### config.mk
export PLATFORM = sky130hd
export DESIGN_NAME = lycalo_sum_trig
export DESIGN_NICKNAME = d
export VERILOG_FILES = /design/src/rtl/lycalo_sum_trig_pkg.sv /design/src/rtl/lycalo_adder_tree.sv /design/src/rtl/lycalo_sum_trig.sv
export SDC_FILE = /design/constraint.sdc
export NUM_CORES = 2
export LEC_CHECK = 0
export ABC_AREA = 1
export CAP_MARGIN = 25
export CELL_PAD_IN_SITES_DETAIL_PLACEMENT = 1
export CELL_PAD_IN_SITES_GLOBAL_PLACEMENT = 1
export CORE_MARGIN = 2
export CORE_UTILIZATION = 27
export DETAILED_ROUTE_END_ITERATION = 7
export GPL_ROUTABILITY_DRIVEN = 0
export PLACE_DENSITY_LB_ADDON = 0.1
export SKIP_CTS_REPAIR_TIMING = 1
export SYNTH_ARGS = -nofsm -noshare
export SYNTH_HDL_FRONTEND = slang
export SYNTH_SLANG_ARGS = --single-unit
### constraint.sdc
create_clock -name clk -period 81.3 [get_ports clk]
set_input_delay 12.195 -clock clk [delete_from_list [all_inputs] [get_ports clk]]
set_output_delay 12.195 -clock clk [all_outputs]
set_load 0.01 [all_outputs]
### src/rtl/lycalo_sum_trig_pkg.sv
// Shared definitions for the calorimeter sum trigger.
//   trig_state_t : trigger FSM state encoding
//   DEF_*        : default parameter values
//   log2_ceil    : ceiling log2, used to size the adder tree
package lycalo_sum_trig_pkg;

    typedef enum logic [1:0] {
        ST_IDLE = 2'd0,
        ST_ARM  = 2'd1,
        ST_DEAD = 2'd2
    } trig_state_t;

    localparam int DEF_N_CH     = 16;
    localparam int DEF_W_IN     = 25;
    localparam int DEF_N_CONSEC = 1;
    localparam int DEF_DEADTIME = 8;

    function automatic int log2_ceil(input int value);
        int r;
        r = 0;
        while ((1 << r) < value) r++;
        return r;
    endfunction

endpackage

### src/rtl/lycalo_adder_tree.sv
// Fully pipelined signed adder tree with a valid sideband.
//   clk, rst   : clock, async active-high reset
//   data_in    : N_CH packed signed samples, channel i at [W_IN*i +: W_IN]
//   valid_in   : data_in is a new sample set
//   sum        : exact signed sum, LOG2 cycles after valid_in; held between valids
//   valid_out  : sum is new this cycle
// Nodes are stored heap-style: node k sums children 2k and 2k+1; indices
// N_CH..2*N_CH-1 are the (unregistered) leaves, node 1 is the root.
module lycalo_adder_tree
    import lycalo_sum_trig_pkg::*;
#(
    parameter  int N_CH  = DEF_N_CH,
    parameter  int W_IN  = DEF_W_IN,
    localparam int LOG2  = log2_ceil(N_CH),
    localparam int W_SUM = W_IN + LOG2
) (
    input  logic                    clk,
    input  logic                    rst,
    input  logic [N_CH*W_IN-1:0]    data_in,
    input  logic                    valid_in,
    output logic signed [W_SUM-1:0] sum,
    output logic                    valid_out
);

    logic signed [W_SUM-1:0] node [1:N_CH-1];
    logic signed [W_SUM-1:0] tree [2:2*N_CH-1];
    logic [LOG2-1:0]         vpipe;
    logic [LOG2-1:0]         stage_en;
    logic [N_CH-1:1]         node_en;

    // stage 0 adds the leaves and is enabled by valid_in; stage s by vpipe[s-1]
    always_comb begin
        stage_en    = '0;
        stage_en[0] = valid_in;
        for (int s = 1; s < LOG2; s++) stage_en[s] = vpipe[s-1];
    end

    // A node at tree depth d belongs to adder stage LOG2-1-d, so each node
    // only updates when its own input level holds a valid set; this keeps
    // the root stable between valids.
    for (genvar k = 1; k < N_CH; k++) begin : g_en
        assign node_en[k] = stage_en[LOG2 - log2_ceil(k + 1)];
    end

    always_comb begin
        for (int k = 2; k < N_CH; k++) tree[k] = node[k];
        for (int i = 0; i < N_CH; i++)
            tree[N_CH+i] = W_SUM'($signed(data_in[W_IN*i +: W_IN]));
    end

    always_ff @(posedge clk or posedge rst) begin
        if (rst) begin
            vpipe <= '0;
            for (int k = 1; k < N_CH; k++) node[k] <= '0;
        end else begin
            vpipe <= stage_en;
            for (int k = 1; k < N_CH; k++)
                if (node_en[k]) node[k] <= tree[2*k] + tree[2*k+1];
        end
    end

    assign sum       = node[1];
    assign valid_out = vpipe[LOG2-1];

endmodule

### src/rtl/lycalo_sum_trig.sv
// Masked channel-sum trigger with consecutive-hit qualification and deadtime.
//   clk, rst    : clock, async active-high reset
//   data        : N_CH packed signed samples; valid_in marks a new set
//   mask        : 1 = channel contributes to sum and OR trigger
//   thr         : signed threshold (sum >= thr and channel >= thr)
//   enable      : 0 holds the FSM in IDLE and suppresses trg
//   qsum        : masked sum, qsum_valid marks a new value
//   trg         : one-cycle sum trigger, busy while in deadtime
//   ortrg       : any unmasked channel >= thr, aligned with qsum_valid
//   trgcount    : saturating count of fired triggers
//
// state   | meaning
// IDLE    | waiting for a valid sum >= thr
// ARM     | cnt consecutive valid sums >= thr seen, fewer than N_CONSEC
// DEAD    | post-fire inhibit, dead_cnt cycles remaining
module lycalo_sum_trig
    import lycalo_sum_trig_pkg::*;
#(
    parameter  int N_CH     = DEF_N_CH,
    parameter  int W_IN     = DEF_W_IN,
    parameter  int N_CONSEC = DEF_N_CONSEC,
    parameter  int DEADTIME = DEF_DEADTIME,
    localparam int LOG2     = log2_ceil(N_CH),
    localparam int W_SUM    = W_IN + LOG2
) (
    input  logic                    clk,
    input  logic                    rst,
    input  logic [N_CH*W_IN-1:0]    data,
    input  logic                    valid_in,
    input  logic [N_CH-1:0]         mask,
    input  logic signed [31:0]      thr,
    input  logic                    enable,
    output logic signed [W_SUM-1:0] qsum,
    output logic                    qsum_valid,
    output logic                    trg,
    output logic                    ortrg,
    output logic                    busy,
    output logic [15:0]             trgcount
);

    if (W_SUM > 32) begin : g_chk_wsum
        $error("lycalo_sum_trig: W_IN + log2(N_CH) exceeds 32");
    end
    if (N_CH < 2 || N_CH > 256 || (1 << LOG2) != N_CH) begin : g_chk_nch
        $error("lycalo_sum_trig: N_CH must be a power of two in 2..256");
    end
    if (N_CONSEC < 1 || N_CONSEC > 15) begin : g_chk_consec
        $error("lycalo_sum_trig: N_CONSEC must be in 1..15");
    end
    if (DEADTIME < 0 || DEADTIME > 255) begin : g_chk_dead
        $error("lycalo_sum_trig: DEADTIME must be in 0..255");
    end

    logic [N_CH*W_IN-1:0] samp_d, samp_q;
    logic [N_CH-1:0]      flag_d, flag_q;
    logic                 v0_q;
    logic [LOG2-1:0]      or_pipe;

    always_comb begin
        samp_d = '0;
        flag_d = '0;
        for (int i = 0; i < N_CH; i++) begin
            samp_d[W_IN*i +: W_IN] = mask[i] ? data[W_IN*i +: W_IN] : '0;
            flag_d[i] = mask[i] && (32'($signed(data[W_IN*i +: W_IN])) >= thr);
        end
    end

    always_ff @(posedge clk or posedge rst) begin
        if (rst) begin
            samp_q  <= '0;
            flag_q  <= '0;
            v0_q    <= 1'b0;
            or_pipe <= '0;
        end else begin
            v0_q    <= valid_in;
            // flags ride a plain shift register that tracks the tree valids
            or_pipe <= LOG2'({or_pipe, |flag_q});
            if (valid_in) begin
                samp_q <= samp_d;
                flag_q <= flag_d;
            end
        end
    end

    lycalo_adder_tree #(
        .N_CH (N_CH),
        .W_IN (W_IN)
    ) u_tree (
        .clk       (clk),
        .rst       (rst),
        .data_in   (samp_q),
        .valid_in  (v0_q),
        .sum       (qsum),
        .valid_out (qsum_valid)
    );

    assign ortrg = or_pipe[LOG2-1] & qsum_valid;

    trig_state_t        state, state_n;
    logic [3:0]         cnt, cnt_n;
    logic [7:0]         dead_cnt, dead_n;
    logic               fire;
    logic signed [31:0] qsum_ext;
    logic               sum_ge;

    assign qsum_ext = 32'(qsum);
    assign sum_ge   = qsum_valid && (qsum_ext >= thr);
    assign busy     = (state == ST_DEAD);

    always_ff @(posedge clk or posedge rst) begin
        if (rst) begin
            state    <= ST_IDLE;
            cnt      <= '0;
            dead_cnt <= '0;
            trg      <= 1'b0;
            trgcount <= '0;
        end else begin
            state    <= state_n;
            cnt      <= cnt_n;
            dead_cnt <= dead_n;
            trg      <= fire;
            if (fire && trgcount != 16'hFFFF) trgcount <= trgcount + 16'd1;
        end
    end

    always_comb begin
        state_n = state;
        cnt_n   = cnt;
        dead_n  = dead_cnt;
        fire    = 1'b0;
        if (!enable) begin
            state_n = ST_IDLE;
            cnt_n   = '0;
            dead_n  = '0;
        end else begin
            case (state)
                ST_IDLE: begin
                    if (sum_ge) begin
                        cnt_n = 4'd1;
                        if (N_CONSEC == 1) fire = 1'b1;
                        else               state_n = ST_ARM;
                    end
                end
                ST_ARM: begin
                    if (qsum_valid) begin
                        if (sum_ge) begin
                            cnt_n = cnt + 4'd1;
                            if (cnt_n == 4'(N_CONSEC)) fire = 1'b1;
                        end else begin
                            state_n = ST_IDLE;
                            cnt_n   = '0;
                        end
                    end
                end
                ST_DEAD: begin
                    // terminal count: the cycle with dead_cnt==1 is the last inhibited one
                    if (dead_cnt <= 8'd1) begin
                        state_n = ST_IDLE;
                        cnt_n   = '0;
                        dead_n  = '0;
                    end else begin
                        dead_n = dead_cnt - 8'd1;
                    end
                end
                default: begin
                    state_n = ST_IDLE;
                    cnt_n   = '0;
                end
            endcase
            if (fire) begin
                cnt_n = '0;
                if (DEADTIME > 0) begin
                    state_n = ST_DEAD;
                    dead_n  = 8'(DEADTIME);
                end else begin
                    state_n = ST_IDLE;
                end
            end
        end
    end

endmodule

; Word-level counts from Yosys, hierarchy flattened
; Index checks and enable logic that the tools add are counted.
[word_totals]
register_bits = 891
inputBits = 452
output_inout_bits = 49
[op_classes]
add_sub_neg = 18
magnitude_cmp = 18
n_eq_ne = 10
n_mux = 40
bitwise = 1
reduce_logical = 22
[ops]
columns = operator, count
row1 = 25-bit by 32-bit >= comparator with 1-bit output, 16
row2 = 25-bit two-way mux, 16
row3 = 25-bit by 25-bit adder with 26-bit output, 8
row4 = 29-bit adder, 7
row5 = 29-bit by 32-bit >= comparator with 1-bit output, 1
row6 = 8-bit two-way mux, 4
row7 = 4-bit two-way mux, 6
row8 = 1-bit logical AND, 18
row9 = "16-bit by 1-bit adder with 16-bit output, second input constant", 1
row10 = "16-bit != test, second input constant", 1
row11 = 16-bit OR reduction, 1
row12 = 4-bit case mux with 3 select lines, 1
row13 = 2-bit two-way mux, 5
row14 = "8-bit by 1-bit less-or-equal comparator with 1-bit output, second input constant", 1
row15 = "4-bit != test, second input constant", 2
row16 = "8-bit by 1-bit subtractor with 8-bit output, second input constant", 1
row17 = 1-bit two-way mux, 6
row18 = 2-bit case mux with 3 select lines, 1
row19 = "4-bit by 1-bit adder with 4-bit output, second input constant", 1
row20 = "4-bit by 1-bit equality test with 1-bit output, second input constant", 1
row21 = "4-bit by 2-bit != test with 1-bit output, second input constant", 1
row22 = "4-bit by 3-bit != test with 1-bit output, second input constant", 1
row23 = 4-bit AND reduction, 1
row24 = "3-bit by 1-bit != test with 1-bit output, second input constant", 1
row25 = 7 further kinds, 7

; Longest topological paths before layout
[depth]
word_depth = 9
mapped_depth = 20

; Cells and area by module
; A second synthesis with hierarchy kept.
[unflattened]
hier_cells = 10253
hier_area_um2 = 72031.6
[by_module_without_submodules]
columns = mod, instances, cells_per_inst, area_per_inst_um2, seq_area_each_um2
row1 = lycalo_adder_tree, 1, 7351, 43585.6, 10385.0
row2 = lycalo_sum_trig, 1, 2902, 28446.0, 11185.7

; Worst setup path after synthesis
; OpenSTA, ideal clock, no wires.
[synth_timing]
kind = input-to-reg
startpoint = input port thr[31]
endpoint = register trgcount[2]
arrival_time_ns = 13.985
required_time_ns = 81.235
setup_slack_ns = 67.250
cell_stages = 15
n_path_buf = 1
cell_sequence = inv_1 -> ha_1 -> nand2_1 -> inv_1 -> nor2_1 -> o21a_1 -> nand2_1 -> a21oi_1 -> nand3_1 -> nand3_2 -> nand3_2 -> nor2_4 -> buf_6 -> nand2_1 -> nand2_1
[synth_between]
elab_chain_len = 8
word_cells_on_any_way = 9
cone_classes = order compare (1) / mux (6) / reduce/logical (2)
[synth_lines]
columns = item, line_no
row1 = start: declaration, lycalo_sum_trig.sv:31  ; input logic signed [31:0] thr,
row2 = 29-bit by 32-bit >= comparator with 1-bit output (*), lycalo_sum_trig.sv:107  ; assign sum_ge = qsum_valid && (qsum_ext >= thr);
row3 = 1-bit logical AND (*), lycalo_sum_trig.sv:107
row4 = 1-bit two-way mux, lycalo_sum_trig.sv:146  ; if (sum_ge) begin
row5 = 1-bit two-way mux, lycalo_sum_trig.sv:145  ; if (qsum_valid) begin
row6 = 1-bit case mux with 2 select lines (*), lycalo_sum_trig.sv:136  ; case (state)
row7 = 1-bit two-way mux (*) (2 in series), lycalo_sum_trig.sv:131  ; if (!enable) begin
row8 = 1-bit logical AND (*), lycalo_sum_trig.sv:122  ; if (fire && trgcount != 16'hFFFF) trgcount <= trgcount + 16'd1;
row9 = end signal: assignment, lycalo_sum_trig.sv:122
row10 = end: declaration, lycalo_sum_trig.sv:38  ; output logic [15:0] trgcount
; Mark *: on every way between the ends. The rest lies on a longest branch, timed or not. The select of a mux whose other input is x is not followed.
; A chain may end at the register's enable or synchronous reset.

; Worst setup path after layout
[layout_timing]
startpoint = input port thr[25]
endpoint = register dead_cnt[1]
[layout_between]
elab_chain_len = 8
word_cells_on_any_way = 10
cone_classes = order compare (1) / eq/ne (1) / mux (7) / reduce/logical (1)
[layout_lines]
columns = item, line_no
row1 = 29-bit by 32-bit >= comparator with 1-bit output (*), lycalo_sum_trig.sv:107
row2 = 1-bit logical AND (*), lycalo_sum_trig.sv:107
row3 = 1-bit two-way mux, lycalo_sum_trig.sv:146
row4 = 1-bit two-way mux, lycalo_sum_trig.sv:145
row5 = 1-bit case mux with 2 select lines (*), lycalo_sum_trig.sv:136
row6 = 1-bit two-way mux (*), lycalo_sum_trig.sv:131
row7 = 8-bit two-way mux, lycalo_sum_trig.sv:170  ; if (fire) begin
row8 = 8-bit two-way mux, lycalo_sum_trig.sv:131
row9 = end signal: assignment, lycalo_sum_trig.sv:120  ; dead_cnt <= dead_n;
row10 = end: declaration, lycalo_sum_trig.sv:101  ; logic [7:0] dead_cnt, dead_n;
; Marks and branches as above.

==> impl_metrics.csv <==
group,metric,value,unit
outcome,status,"finished, final reports clean",
drt,wl_per_cell,24.94,µm
clock_tree,cts_sinks,862,
finish,drive_gt1_frac,0.05216,
floorplan,fp.dieW,494.0,µm
global_route,grt_pass1_vias,64020,
clock_tree,cts_buffers,113,
global_route,grt_max_degree,152,
setup_path,max_stage_delay,500,ps
synth,synth_nets,9605,
global_route,track_usage,0.2399,
setup_path,r2r_setup_slack,78230,ps
drt,dr_wl_met2,129.0,mm
drt,routed_via_density,5.158,
floorplan,pin_count,501,
pwr,vdd_drop_max,19.84,µV
clock_tree,cts-root-buf,"clkbuf_16",
sta,holdWs,345.6,ps
sta,min_period_over_period,0.1841,
clock_tree,cts_tree,"built",
synth,synth_seq_cells,862,
drt,dr_wl_met3,10.52,mm
finish,nFillCells,28580,
clock_tree,htree_levels,3,
setup_path,start_kind,"input port",
sta,setup_viol,0,
floorplan,die_y,494.0,µm
floorplan,core_area,238300,µm²
floorplan,start_util,0.2720,
drt,top_layer_used,"met5",
place,dp_slack,65500,ps
drt,drtPass1Iterations,5,
setup_path,cp_cell_sequence,"clkdlybuf4s50_1, clkinv_1, buf_4, ha_1, a21oi_1, o21ai_0, nand2_1, nand2_1, a21oi_1, nand2_1, nand2_1, nand3_2, nand2_1, nand3_1, o31ai_1",
drt,drt-met1-wl,152.1,mm
clock_tree,clkLatencyLatePin,800,ps
sta,hold_viol,0,
finish,nets,10080,
drt,route.detailed.drc,0,
global_route,antenna_found_initial,43,
sta,fin_skew,41.85,ps
synth,ys_types,53,
finish,area_growth,19.81,%
clock_tree,clock_path_buffers,3,
setup_path,worstPathArrival,15650,ps
global_route,grt_pass1_wl,436.1,mm
synth,syn_area,64830,µm²
synth,synth_warnings,0,
sta,setup_tns,0,ps
place,io_buffers,500,
sta,rsz0062_at_grt,"no",
clock_tree,clk_pin_slew,60,ps
drt,postRouteAntennaNets,0,
floorplan,die_area,244000,µm²
synth,synthCells,8203,
drt,drt-total-wl,298.3,mm
synth,postSynthAreaPerCell,7.903,µm²
synth,yosysSeqAreaShare,0.3327,
drt,via_count,61680,
drt,drt_iter0_drc,3859,
flow_run,cap_violations,0,
pwr,p_leak,0.03736,µW
setup_path,end_kind,"flip-flop",
setup_path,critPathKind,"in2reg",
place,hpwl,239.5,mm
finish,final_util,0.3259,
sta,worst_slew_pin_slew,1020,ps
global_route,grt_overflow,0,
floorplan,fp-row-count,179,
pwr,power-per-cell-area,26.17,nW/µm²
setup_path,worstPathMaxFanout,13,
hold_path,min-delay-path-class,"reg2reg",
setup_path,required,81980,ps
sta,finalWorstPathRequiredPeriod,14970,ps
sta,relSlewSlack,0.3161,
setup_path,crit_top_cell,"nand2_1",
setup_path,critPathSlowestCell,"clkinv_1",
sta,drv_slew,0,
sta,fmax,66.80,MHz
sta,layout_setup_ws,66330,ps
cell families after synthesis:
logic type,Yosys count,share of synthesized area
AO/OA/AOI/OAI,2053,0.1938
XOR/XNOR,123,0.01662
adder cells (fa/ha/maj),950,0.1851
buffers and inverters,846,0.05099
flip-flops,862,0.3327
AND/OR/NAND/NOR,3369,0.2207
routing by layer:
layer  track usage  vias up
met2        0.3687     1120
met3       0.02367      247
met5             0        -
li1              -    29680
met1        0.3573    30620
met4       0.05837        6
Yosys cell counts (all sizes together):
| cell | count | area share |
|---|---|---|
| a211o | 1 | 0.00014 |
| a211oi | 17 | 0.0020 |
| a21boi | 11 | 0.0013 |
| a21o | 66 | 0.0076 |
| a21oi | 752 | 0.058 |
| a221oi | 2 | 0.00027 |
| a22o | 375 | 0.051 |
| a31o | 3 | 0.00041 |
| a31oi | 140 | 0.014 |
| and2 | 8 | 0.00077 |
| and3 | 13 | 0.0013 |
| buf | 43 | 0.0045 |
| clkbuf | 160 | 0.0093 |
| clkinv | 17 | 0.00098 |
| dfrtp | 862 | 0.33 |
| fa | 15 | 0.0046 |
| ha | 935 | 0.18 |
| inv | 626 | 0.036 |
| nand2 | 1951 | 0.11 |
| nand3 | 393 | 0.031 |
| nand3b | 28 | 0.0032 |
| nand4 | 142 | 0.014 |
| nor2 | 533 | 0.031 |
| nor3 | 120 | 0.0095 |
| nor3b | 4 | 0.00046 |
| nor4 | 33 | 0.0032 |
| nor4b | 1 | 0.00014 |
| o2111ai | 1 | 0.00014 |
| o211a | 2 | 0.00031 |
| o211ai | 53 | 0.0061 |
| o21a | 25 | 0.0029 |
| o21ai | 533 | 0.042 |
| o21bai | 48 | 0.0056 |
| o31ai | 24 | 0.0028 |
| or2 | 143 | 0.014 |
| xnor2 | 50 | 0.0068 |
| xor2 | 73 | 0.0099 |
sequential cells by signal (all words and copies together), names as in the netlist:
register / flops
dead_cnt: 8
samp_q: 400
state: 1
u_tree.vpipe: 4
or_pipe: 4
trg: 1
u_tree.node: 382
trgcount: 16
flag_q: 16
u_tree.sum: 29
v0_q: 1
cell usage in the layout, fill, tap and decap left out, drive strengths merged, types with 144 or more instances in the layout:
cell              n
a21oi           752
a22o            375
clkbuf          144
clkdlybuf4s50   498
dfrtp           862
ha              935
inv             625
nand2          1951
nand3           393
nor2            533
o21ai           533
metrics by stage:
step / total power (µW) / cell area (µm²) / cells
after floorplan: 1126 / 64830 / 8203
after global placement: 1467 / 73420 / 11730
after detailed placement: 1481 / 73480 / 11730
after CTS: 2048 / 77530 / 11940
after global routing: 2179 / 77650 / 11950
final: 2033 / 77670 / 11960
where the power goes:
group / internal, µW / switching [µW]
Clock: 328 / 224
Combinational: 306 / 549
Sequential: 513 / 112
Total: 1150 / 885
layout make-up:
| cell class | count | area (µm²) | area share |
|---|---|---|---|
| antenna | 11 | 27.53 | 0.0003544 |
| timing repair buffer | 567 | 5658 | 0.07285 |
| clock inverter | 69 | 987.2 | 0.01271 |
| clock buffer | 144 | 3064 | 0.03945 |
| inverter | 643 | 2436 | 0.03137 |
| multi-input combinational | 6495 | 39960 | 0.5145 |
| sequential | 862 | 21580 | 0.2778 |
| tap | 3167 | 3963 | 0.05102 |
path summary, 6_finish.rpt:
check                           start  depth (start not counted)               end
max                           thr[25]                         15       dead_cnt[1]
min                        or_pipe[0]                          0        or_pipe[1]
max reg2reg                 samp_q[0]                         12  u_tree.node[223]
min reg2reg                or_pipe[0]                          0        or_pipe[1]
max in group asynchronous         rst                          5       samp_q[111]
min in group asynchronous         rst                          2       samp_q[228]
worst max-delay path, delay by kind of cell:
kind	cells	cell delay, ps
and+or+nand+nor	7	1150
buffers and inverters	3	1430
AOI/OAI and AO/OA	4	490
adders and majority gates	1	350
Power figures use the tool's default switching activity.
